## config.mk

```make
export PLATFORM = sky130hd
export DESIGN_NAME = tt_um_clk_logic_pipe_flat
export DESIGN_NICKNAME = d
export VERILOG_FILES = /design/src/rtl/tt_um_clk_logic_pipe_if.sv /design/src/rtl/tt_um_clk_logic_pipe.sv /design/src/flat_wrapper.sv
export SDC_FILE = /design/constraint.sdc
export NUM_CORES = 1
export LEC_CHECK = 0
export ABC_AREA = 1
export BUFFER_PORTS_ARGS = -buffer_cell sky130_fd_sc_hd__buf_2
export CAP_MARGIN = 20
export CORE_ASPECT_RATIO = 1.25
export CORE_MARGIN = 2
export CORE_UTILIZATION = 56
export CTS_CLUSTER_SIZE = 40
export DETAILED_ROUTE_END_ITERATION = 6
export PLACE_DENSITY = 0.81
export SLEW_MARGIN = 5
export SYNTH_ARGS = -nofsm -noshare
export SYNTH_HDL_FRONTEND = slang
export SYNTH_SLANG_ARGS = --single-unit
```

## constraint.sdc

```tcl
create_clock -name clk -period 1.25 [get_ports clk]
set_input_delay 0.25 -clock clk [delete_from_list [all_inputs] [get_ports clk]]
set_output_delay 0.25 -clock clk [all_outputs]
set_load 0.005 [all_outputs]
```

## src/rtl/tt_um_clk_logic_pipe_if.sv

```systemverilog
// Beat/result bundle for the pipelined logic unit; the DUT takes the slave side.
// en is carried here because it qualifies every beat and result.
interface tt_um_clk_logic_pipe_if #(
  parameter int WIDTH = 8
);
  logic             en;
  logic             in_valid;
  logic [2:0]       op;
  logic             acc_clr;
  logic [WIDTH-1:0] a;
  logic [WIDTH-1:0] b;
  logic [WIDTH-1:0] y;
  logic             out_valid;
  logic [7:0]       res_cnt;

  modport master (
    output en, in_valid, op, acc_clr, a, b,
    input  y, out_valid, res_cnt
  );

  modport slave (
    input  en, in_valid, op, acc_clr, a, b,
    output y, out_valid, res_cnt
  );
endinterface

```

## src/rtl/tt_um_clk_logic_pipe.sv

```systemverilog
// Per-beat bitwise/accumulate logic unit; result after LATENCY en-cycles, one beat per en-cycle.
// No backpressure: en=0 freezes every register, including the accumulator and result counter.
module tt_um_clk_logic_pipe #(
  parameter int WIDTH   = 8,
  parameter int LATENCY = 1
) (
  input logic                  clk,
  input logic                  rst_n,
  tt_um_clk_logic_pipe_if.slave bus
);

  typedef logic [WIDTH-1:0] word_t;

  word_t              acc_q, acc_d, acc_nxt, res_d;
  logic [LATENCY-1:0] vld_q, vld_d;
  word_t              dat_q [LATENCY];
  word_t              dat_d [LATENCY];
  logic [7:0]         res_cnt_q, res_cnt_d;
  logic               fold;

  always_comb begin
    fold    = bus.in_valid && (bus.op[2:1] == 2'b11);
    acc_nxt = acc_q;
    // A clear overrides a fold on the same beat, so the issued value is b.
    if (bus.acc_clr) begin
      acc_nxt = bus.b;
    end else if (fold) begin
      acc_nxt = bus.op[0] ? (acc_q | bus.a) : (acc_q & bus.a);
    end

    res_d = acc_nxt;
    case (bus.op)
      3'b000:  res_d = bus.a & bus.b;
      3'b001:  res_d = bus.a | bus.b;
      3'b010:  res_d = bus.a ^ bus.b;
      3'b011:  res_d = ~(bus.a & bus.b);
      3'b100:  res_d = ~(bus.a | bus.b);
      3'b101:  res_d = ~(bus.a ^ bus.b);
      default: res_d = acc_nxt;
    endcase

    acc_d     = acc_q;
    vld_d     = vld_q;
    dat_d     = dat_q;
    res_cnt_d = res_cnt_q;
    if (bus.en) begin
      acc_d    = acc_nxt;
      vld_d[0] = bus.in_valid;
      if (bus.in_valid) begin
        dat_d[0] = res_d;
      end
      // Data registers only load behind a valid bit so y holds between beats.
      for (int i = 1; i < LATENCY; i++) begin
        vld_d[i] = vld_q[i-1];
        if (vld_q[i-1]) begin
          dat_d[i] = dat_q[i-1];
        end
      end
      if (vld_d[LATENCY-1]) begin
        res_cnt_d = res_cnt_q + 8'd1;
      end
    end
  end

  always_ff @(posedge clk or negedge rst_n) begin
    if (!rst_n) begin
      acc_q     <= '0;
      vld_q     <= '0;
      res_cnt_q <= '0;
      for (int i = 0; i < LATENCY; i++) begin
        dat_q[i] <= '0;
      end
    end else begin
      acc_q     <= acc_d;
      vld_q     <= vld_d;
      res_cnt_q <= res_cnt_d;
      for (int i = 0; i < LATENCY; i++) begin
        dat_q[i] <= dat_d[i];
      end
    end
  end

  assign bus.y         = dat_q[LATENCY-1];
  assign bus.out_valid = vld_q[LATENCY-1];
  assign bus.res_cnt   = res_cnt_q;

endmodule

```

## src/flat_wrapper.sv

```systemverilog
// flat-port wrapper written by rule: the top's interface ports become plain ports
module tt_um_clk_logic_pipe_flat 
#(
  parameter int WIDTH   = 8,
  parameter int LATENCY = 1
)
  (clk, rst_n, bus_en, bus_in_valid, bus_op, bus_acc_clr, bus_a, bus_b, bus_y, bus_out_valid, bus_res_cnt);
  tt_um_clk_logic_pipe_if #(.WIDTH(WIDTH)) bus_i ();
  input logic clk;
  input logic rst_n;
  input wire logic [$bits(bus_i.en)-1:0] bus_en;
  input wire logic [$bits(bus_i.in_valid)-1:0] bus_in_valid;
  input wire logic [$bits(bus_i.op)-1:0] bus_op;
  input wire logic [$bits(bus_i.acc_clr)-1:0] bus_acc_clr;
  input wire logic [$bits(bus_i.a)-1:0] bus_a;
  input wire logic [$bits(bus_i.b)-1:0] bus_b;
  output wire logic [$bits(bus_i.y)-1:0] bus_y;
  output wire logic [$bits(bus_i.out_valid)-1:0] bus_out_valid;
  output wire logic [$bits(bus_i.res_cnt)-1:0] bus_res_cnt;
  assign bus_i.en = bus_en;
  assign bus_i.in_valid = bus_in_valid;
  assign bus_i.op = bus_op;
  assign bus_i.acc_clr = bus_acc_clr;
  assign bus_i.a = bus_a;
  assign bus_i.b = bus_b;
  assign bus_y = bus_i.y;
  assign bus_out_valid = bus_i.out_valid;
  assign bus_res_cnt = bus_i.res_cnt;
  tt_um_clk_logic_pipe #(.WIDTH(WIDTH), .LATENCY(LATENCY)) u_core (.clk(clk), .rst_n(rst_n), .bus(bus_i));
endmodule
```

# [Word-level counts from Yosys, hierarchy flattened]
# Index checks and enable logic that the tools add are counted.
[totals] ff_bits=25 input_bits=24 out_inout_bits=17
[op_classes] n_addsub=1 mux=4 reduce_logical=3 eq_ne=6 n_bitwise=8
[ops] operator="8-bit one-hot mux with 6 select lines" count=1
[ops] operator="8-bit two-way mux" count=3
[ops] operator="8-bit NOT" count=3
[ops] operator="8-bit AND" count=2
[ops] operator="8-bit bitwise OR" count=2
[ops] operator="8-bit by 1-bit adder with 8-bit output (second input constant)" count=1
[ops] operator="8-bit XOR" count=1
[ops] operator="3-bit by 2-bit == test with 1-bit output (second input constant)" count=2
[ops] operator="3-bit == test (second input constant)" count=2
[ops] operator="3-bit by 1-bit == test with 1-bit output (second input constant)" count=1
[ops] operator="3-bit logical NOT" count=1
[ops] operator="2-bit == test (second input constant)" count=1
[ops] operator="2-bit AND reduction" count=1
[ops] operator="1-bit logical AND" count=1

# [Depth between registers and ports, before layout]
# Gate-level depths: netlist of the first run.
[logic_depth] word_depth=5 depth_mapped=11 depth_no_buf=9

# [Least setup slack after synthesis of the first run]
# Ideal clock, no wire load.
[synth_path] kind="input port to flip-flop" start="input port bus_en" end="register u_core.res_cnt_q[6] (netlist: u_core.bus.res_cnt[6])" arrival_ns=1.029 stages=8 setup_slack_ns=0.102 required_time_ns=1.132 cell_sequence="buf_2 > nand2_2 > inv_2 > buf_6 > nand4_2 > nor2_2 > xnor2_1 > inv_1"
[synth_via] elab_chain_cells=1
[synth_rtl] element="start: declaration" line_no="flat_wrapper.sv:11" source="input wire logic [$bits(bus_i.en)-1:0] bus_en;"
[synth_rtl] element="2-bit AND reduction (no line)"
[synth_rtl] element="end signal: assignment" line_no="tt_um_clk_logic_pipe.sv:76" source="res_cnt_q <= res_cnt_d;"
[synth_rtl] element="end: declaration" line_no="tt_um_clk_logic_pipe.sv:18" source="logic [7:0] res_cnt_q, res_cnt_d;"
# No other way between the ends.
# A chain may end at the register's enable or synchronous reset.

# [Final worst setup path of the first run]
[layout_path] start="register u_core.res_cnt_q[2] (netlist: u_core.bus.res_cnt[2])" end="output port bus_res_cnt[2]"
[layout_lines] element="end: declaration" line_no="flat_wrapper.sv:19" source="output wire logic [$bits(bus_i.res_cnt)-1:0] bus_res_cnt;"
# No word-level cell between the ends.

==> impl_metrics.csv, run 1 <==
group,metric,value,unit
floorplanning,dieArea,4220,um^2
cells_and_area,fillCellCount,301,
synth,async_reset_ff_share,100,%
setup_path,arrival,0.94,ns
cells_and_area,finalNonFillerCells,404,
floorplanning,coreArea,3510,um^2
power,p_total,2.58,mW
sta,setup_violations,0,
synth,syn_nets,345,
route,dr_total_vias,2113,
setup_path,required,1.00,ns
cells_and_area,multi_input_area,1210,um^2
floorplanning,start_util,59.2,%
placed_design,place_inst,397,
cts,path_clk_slew,0.09,ns
synth,synth_top_area_share,30.1,%
min_path,min_path_type,"in2reg",
placed_design,dpl-instance-area,2430,um^2
power,power_density,1020,nW/um^2
cells_and_area,area_growth,21.1,%
global_routing,grt_max_degree,26,
route,routed_wl,5280,um
route,remaining_drc_errors,0,
cts,cts.htree.levels,1,
sta,max_freq,0.841,GHz
min_path,hp-start,"bus_b[7]",
cells_and_area,fin_area,2520,um^2
global_routing,busiest_layer,"met2",
synth,synth_area,2080,um^2
cells_and_area,antenna_cells,0,
cells_and_area,layout-drive-gt1-share,24.9,%
global_routing,grtUsageTotal,25.5,%
setup_path,crit_type,"reg2out",
route,dr.pass1.iters,4,
setup_path,r2r-end,"u_core.bus.res_cnt[6]",
cts,cts-buffers-inserted,3,
placed_design,portBuffers,40,
cts,ctsLongestPathBuffers,2,
synth,synth_commonest_cells,"81 x nand2_1, 39 x inv_1, 39 x nand3_1",
sta,whs,0.288,ns
synth,synth_top_area_cell,"dfrtp_1",
floorplanning,die_h,72.2,um
global_routing,antenna_found_initial,0,
global_routing,met1_usage,31.8,%
route,drt_iter0_markers,87,
min_path,hold_path_end,"u_core.acc_q[7]",
setup_path,start_kind,"register",
sta,timing.slew.headroom,64.2,%
synth,dominantRegCellSynth,"dfrtp_1",
sta,worst_slew_pin_slew,0.537,ns
setup_path,ff2ff_path_depth,5,
synth,yosysMostFrequentCell,"nand2_1",
sta,hold_viol_final,0,
sta,fin_crit,1.19,ns
route,via_per_inst,5.23,
setup_path,critPathMaxFanout,3,
setup_path,r2r_start,"u_core.bus.res_cnt[1]",
global_routing,met3_usage,1.78,%
synth,ys_types,27,
global_routing,first_global_vias,1957,
sta,final_max_slew_viol_count,0,
setup_path,r2r_slack,0.06,ns
synth,yosysSeqAreaShare,30.1,%
placed_design,hpwl,4170,um
sta,clock_skew,0.00392,ns
power,leakage,1.45,nW
floorplanning,num_rows,24,
cts,cts.sinks,25,
cts,cts_tree,"built",
status,status,"finished, final reports clean",
route,wl_per_cell,13.1,um
synth,synth_seq_cells,25,
route,ant_nets,0,
placed_design,gp_congestion,0.893,
cells_and_area,ff_latch_area,626,um^2
global_routing,grt_pass1_wl,8420,um
cells_and_area,fin_nets,407,
global_routing,overflow,0,
cts,insertion_delay,0.27,ns
global_routing,use_met2,46.4,%
min_path,min_path_cells,3,
floorplanning,num_io_pins,41,
synth,avgSynthCellArea,6.84,um^2
cts,root_buffer,"clkbuf_8",
power,peakVddDrop,0.00115,V
synth,ys_top_cells_by_area,"dfrtp_1 30%, nand2_1 15%, ha_1 10%",
synth,yosysWarnings,0,
floorplanning,die_x,58.5,um
sta,setup_tns,0,ns
setup_path,cp-end-kind,"primary output",
sta,period_share,95.2,%
synth,synth_edf_count,0,
synth,synthCells,304,
job,cap_violations,0,
timing repair:
item                       4_1_cts  5_1_grt
setup endpoints to repair        0        3
gates resized for setup          0        4
hold buffers                     1        0
hold endpoints to repair        25        0
buffers inserted                 0        2
report_power, final:
group	switching (mW)	leakage [nW]	internal, mW
combinational	0.515	1.12	0.454
sequential	0.157	0.304	0.977
clock	0.251	0.0255	0.223
routing by layer:
metal	vias up	wire length, um
li1	1087	-
met1	958	2260
met2	56	2740
met3	12	189
met4	0	94
met5	-	0
sequential cells by signal, summed over array words and instances, names as in the netlist:
register / count
u_core.bus.y: 8
u_core.bus.out_valid: 1
u_core.acc_q: 8
u_core.bus.res_cnt: 8
layout by cell type (no fill, tap or decap):
| cell | n |
|---|---|
| nor2_2 | 2 |
| xnor2_1 | 5 |
| nor2_4 | 2 |
| dfrtp_1 | 25 |
| a21oi_1 | 6 |
| inv_1 | 39 |
| nand2_2 | 1 |
| buf_4 | 27 |
| nand4_4 | 1 |
| nand3_1 | 39 |
| buf_2 | 40 |
| nand3_2 | 3 |
| clkbuf_8 | 3 |
| nand2_4 | 1 |
| nand2_1 | 81 |
| nand4_1 | 5 |
| ha_2 | 1 |
| mux2i_1 | 1 |
| xor2_1 | 2 |
| o21ai_1 | 10 |
| o21ai_0 | 6 |
| nand4_2 | 1 |
| inv_2 | 8 |
| a31oi_1 | 8 |
| o21bai_1 | 1 |
| ha_1 | 16 |
| nor2_1 | 29 |
| dlygate4sd3_1 | 1 |
| clkinv_2 | 1 |
worst max path at each step:
stage,endpoint,slack [ns],depth (start not counted),start
after CTS,u_core.bus.res_cnt[6],0.05,5,u_core.bus.res_cnt[0]
after global routing,u_core.bus.res_cnt[5],-0.01,7,u_core.bus.res_cnt[1]
after global placement,u_core.bus.y[1],-0.04,9,bus_op[1]
final,bus_res_cnt[2],0.06,2,u_core.bus.res_cnt[2]
after detailed placement,u_core.bus.y[7],-0.06,8,bus_op[1]
after floorplan,u_core.bus.res_cnt[6],0.10,8,bus_en
final cells by class:
type	instances	share of cell area (%)
repair buffers	68	16.4
well taps	39	1.94
clock buffers	3	1.64
flip-flops and latches	25	24.8
clock inverters	1	0.199
multi-input cells	221	48.0
inverters	47	7.00
metrics by stage:
step / setup WS [ns] / util (%)
final: 0.0605 / 71.7
after global routing: -0.0130 / 71.7
after CTS: 0.0532 / 70.8
after detailed placement: -0.0626 / 69.2
after global placement: -0.0450 / 69.2
after floorplan: 0.102 / -
worst max-delay path: stages (launching register included):
cell and delay [ns]:
dfrtp_1 0.39, buf_4 0.16, buf_2 0.12
cell families after synthesis:
| family | synth area share, % |
|---|---|
| AND/OR/NAND/NOR | 35.5 |
| buffers and inverters | 12.7 |
| multiplexers | 0.481 |
| XOR/XNOR | 2.95 |
| adder cells (fa/ha/maj) | 10.2 |
| AO/OA/AOI/OAI | 8.06 |
| flip-flops | 30.1 |
Note: power is estimated with default switching activity, not from simulation.
==> run 2, diff against run 1 <==
==> constraint.sdc (replaced) <==
create_clock -name clk -period 1.3 [get_ports clk]
set_input_delay 0.26 -clock clk [delete_from_list [all_inputs] [get_ports clk]]
set_output_delay 0.26 -clock clk [all_outputs]
set_load 0.1 [all_outputs]
==> run 2 against run 1 <==
  * Non-clock buffer count fell by 8
  * Final cell count shrank 2.0%
  * Hold slack improved by 0.022 ns
  * Worst setup slack worse by 0.0080 ns
  * Cell area increased by 8.6%
  * Sequential cell count is the same
  * Largest power group is now combinational cells
==> impl_metrics.csv, run 2 (synthesis gave the netlist of run 1 again) <==
group,metric,value,unit
global_routing,busiest_layer,"met2",
cts,cts.htree.levels,1,
cells_and_area,fillCellCount,258,
cts,root_buffer,"clkbuf_8",
sta,whs,0.310,ns
cells_and_area,finalNonFillerCells,396,
min_path,min_path_type,"in2reg",
cts,cts-buffers-inserted,3,
sta,timing.slew.headroom,62.8,%
setup_path,start_kind,"register",
job,cap_violations,0,
route,dr.pass1.iters,4,
global_routing,antenna_found_initial,0,
global_routing,use_met2,50.1,%
floorplanning,start_util,59.2,%
floorplanning,dieArea,4220,um^2
setup_path,required,1.04,ns
sta,final_max_slew_viol_count,0,
cts,cts_tree,"built",
cells_and_area,antenna_cells,0,
placed_design,hpwl,4320,um
route,routed_wl,5390,um
sta,clock_skew,0.00203,ns
global_routing,first_global_vias,2138,
route,remaining_drc_errors,0,
cts,path_clk_slew,0.08,ns
floorplanning,num_io_pins,41,
cts,cts.sinks,25,
sta,period_share,96.0,%
setup_path,crit_type,"reg2out",
sta,hold_viol_final,0,
global_routing,met3_usage,1.96,%
min_path,hp-start,"bus_acc_clr",
cells_and_area,fin_area,2740,um^2
global_routing,grt_pass1_wl,9110,um
setup_path,path_cells,"buf_12",
sta,max_freq,0.802,GHz
cells_and_area,final_common_cell,"nand2_1",
route,drt_iter0_markers,129,
cells_and_area,layout_common_cells,"81 x nand2_1, 39 x inv_1, 38 x nand3_1, 29 x nor2_1, 23 x buf_2",
route,via_per_inst,5.46,
cells_and_area,fin_nets,399,
placed_design,place_inst,391,
cells_and_area,multi_input_area,1220,um^2
floorplanning,die_h,72.2,um
setup_path,startpoint,"u_core.bus.res_cnt[0]",
global_routing,overflow,0,
setup_path,slowest_stage,"dfrtp_4",
sta,rsz0062_at_grt,"false",
setup_path,cp_slowest_stage_delay,0.53,ns
cts,ctsLongestPathBuffers,2,
floorplanning,num_rows,24,
setup_path,crit_family,"flip-flops",
placed_design,portBuffers,40,
power,power_density,1430,nW/um^2
status,status,"finished, final reports clean",
setup_path,crit_buf_inv,1,
setup_path,cp-end-kind,"primary output",
cells_and_area,ff_latch_area,642,um^2
floorplanning,die_x,58.5,um
sta,fin_crit,1.25,ns
global_routing,met1_usage,33.1,%
cells_and_area,post-route-util,77.9,%
cts,insertion_delay,0.27,ns
floorplanning,coreArea,3510,um^2
route,dr_total_vias,2163,
route,ant_nets,0,
sta,setup_violations,0,
route,wl_per_cell,13.6,um
power,peakVddDrop,0.00196,V
cells_and_area,layout-drive-gt1-share,25.2,%
setup_path,critPathMaxFanout,4,
global_routing,grt_max_degree,26,
placed_design,gp_congestion,0.903,
cts,cts_setup_buffers,0,
sta,worst_slew_pin_slew,0.558,ns
setup_path,r2r_start,"u_core.bus.res_cnt[1]",
power,leakage,1.48,nW
global_routing,grtUsageTotal,27.5,%
cells_and_area,area_growth,31.5,%
placed_design,dpl-instance-area,2680,um^2
setup_path,arrival,0.99,ns
-- run 2: changes by cell type in the layout (fill, tap and decap cells not counted), sizes merged --
cell / delta
buf: -8
clkinv: -1
clkbuf: +1
-- run 2: cell type report --
| class | count | share of cell area [%] |
|---|---|---|
| Inverter | 47 | 6.45 |
| Tap cell | 39 | 1.78 |
| Timing Repair Buffer | 60 | 22.2 |
| Multi-Input combinational cell | 221 | 44.4 |
| Sequential cell | 25 | 23.5 |
| Clock buffer | 4 | 1.65 |
-- run 2: stage by stage --
stage / power (mW) / setup TNS [ns] / setup slack (ns)
finish: 3.93 / 0 / 0.0525
detailed placement: 3.47 / -0.144 / -0.0343
global placement: 3.43 / -0.0460 / -0.0215
floorplan: 2.60 / -0.138 / -0.0699
CTS: 3.93 / 0 / 0.0481
global route: 4.10 / 0 / 0.0110
-- run 2: report_power, final --
| group | internal, mW | switching (mW) | total, mW |
|---|---|---|---|
| clock network | 0.219 | 0.232 | 0.451 |
| logic | 0.797 | 1.43 | 2.23 |
| registers | 0.980 | 0.263 | 1.24 |
| total | 2.00 | 1.93 | 3.93 |
-- run 2: path summary, 6_finish.rpt --
path / end / slack (ns) / cells past startpoint
min in group asynchronous: u_core.bus.y[0] / 0.50 / 2
max in group asynchronous: u_core.bus.res_cnt[2] / 0.38 / 2
max: bus_res_cnt[0] / 0.05 / 1
min reg2reg: u_core.bus.res_cnt[7] / 0.52 / 1
min: u_core.acc_q[1] / 0.31 / 3
max reg2reg: u_core.bus.res_cnt[7] / 0.10 / 6
-- run 2: repair_timing --
action | 4_1_cts | 5_1_grt
hold buffers | 1 | 0
endpoints found under the setup margin | 0 | 1
hold endpoints to repair | 25 | 0
resized for setup | 0 | 1
-- run 2: routing by layer --
layer	share of wire [%]	wire (um)	vias to the layer above
met1	40	2180	1008
met3	4.5	241	12
met4	1.6	88	0
li1	-	-	1072
met2	53	2880	71
met5	0	0	-
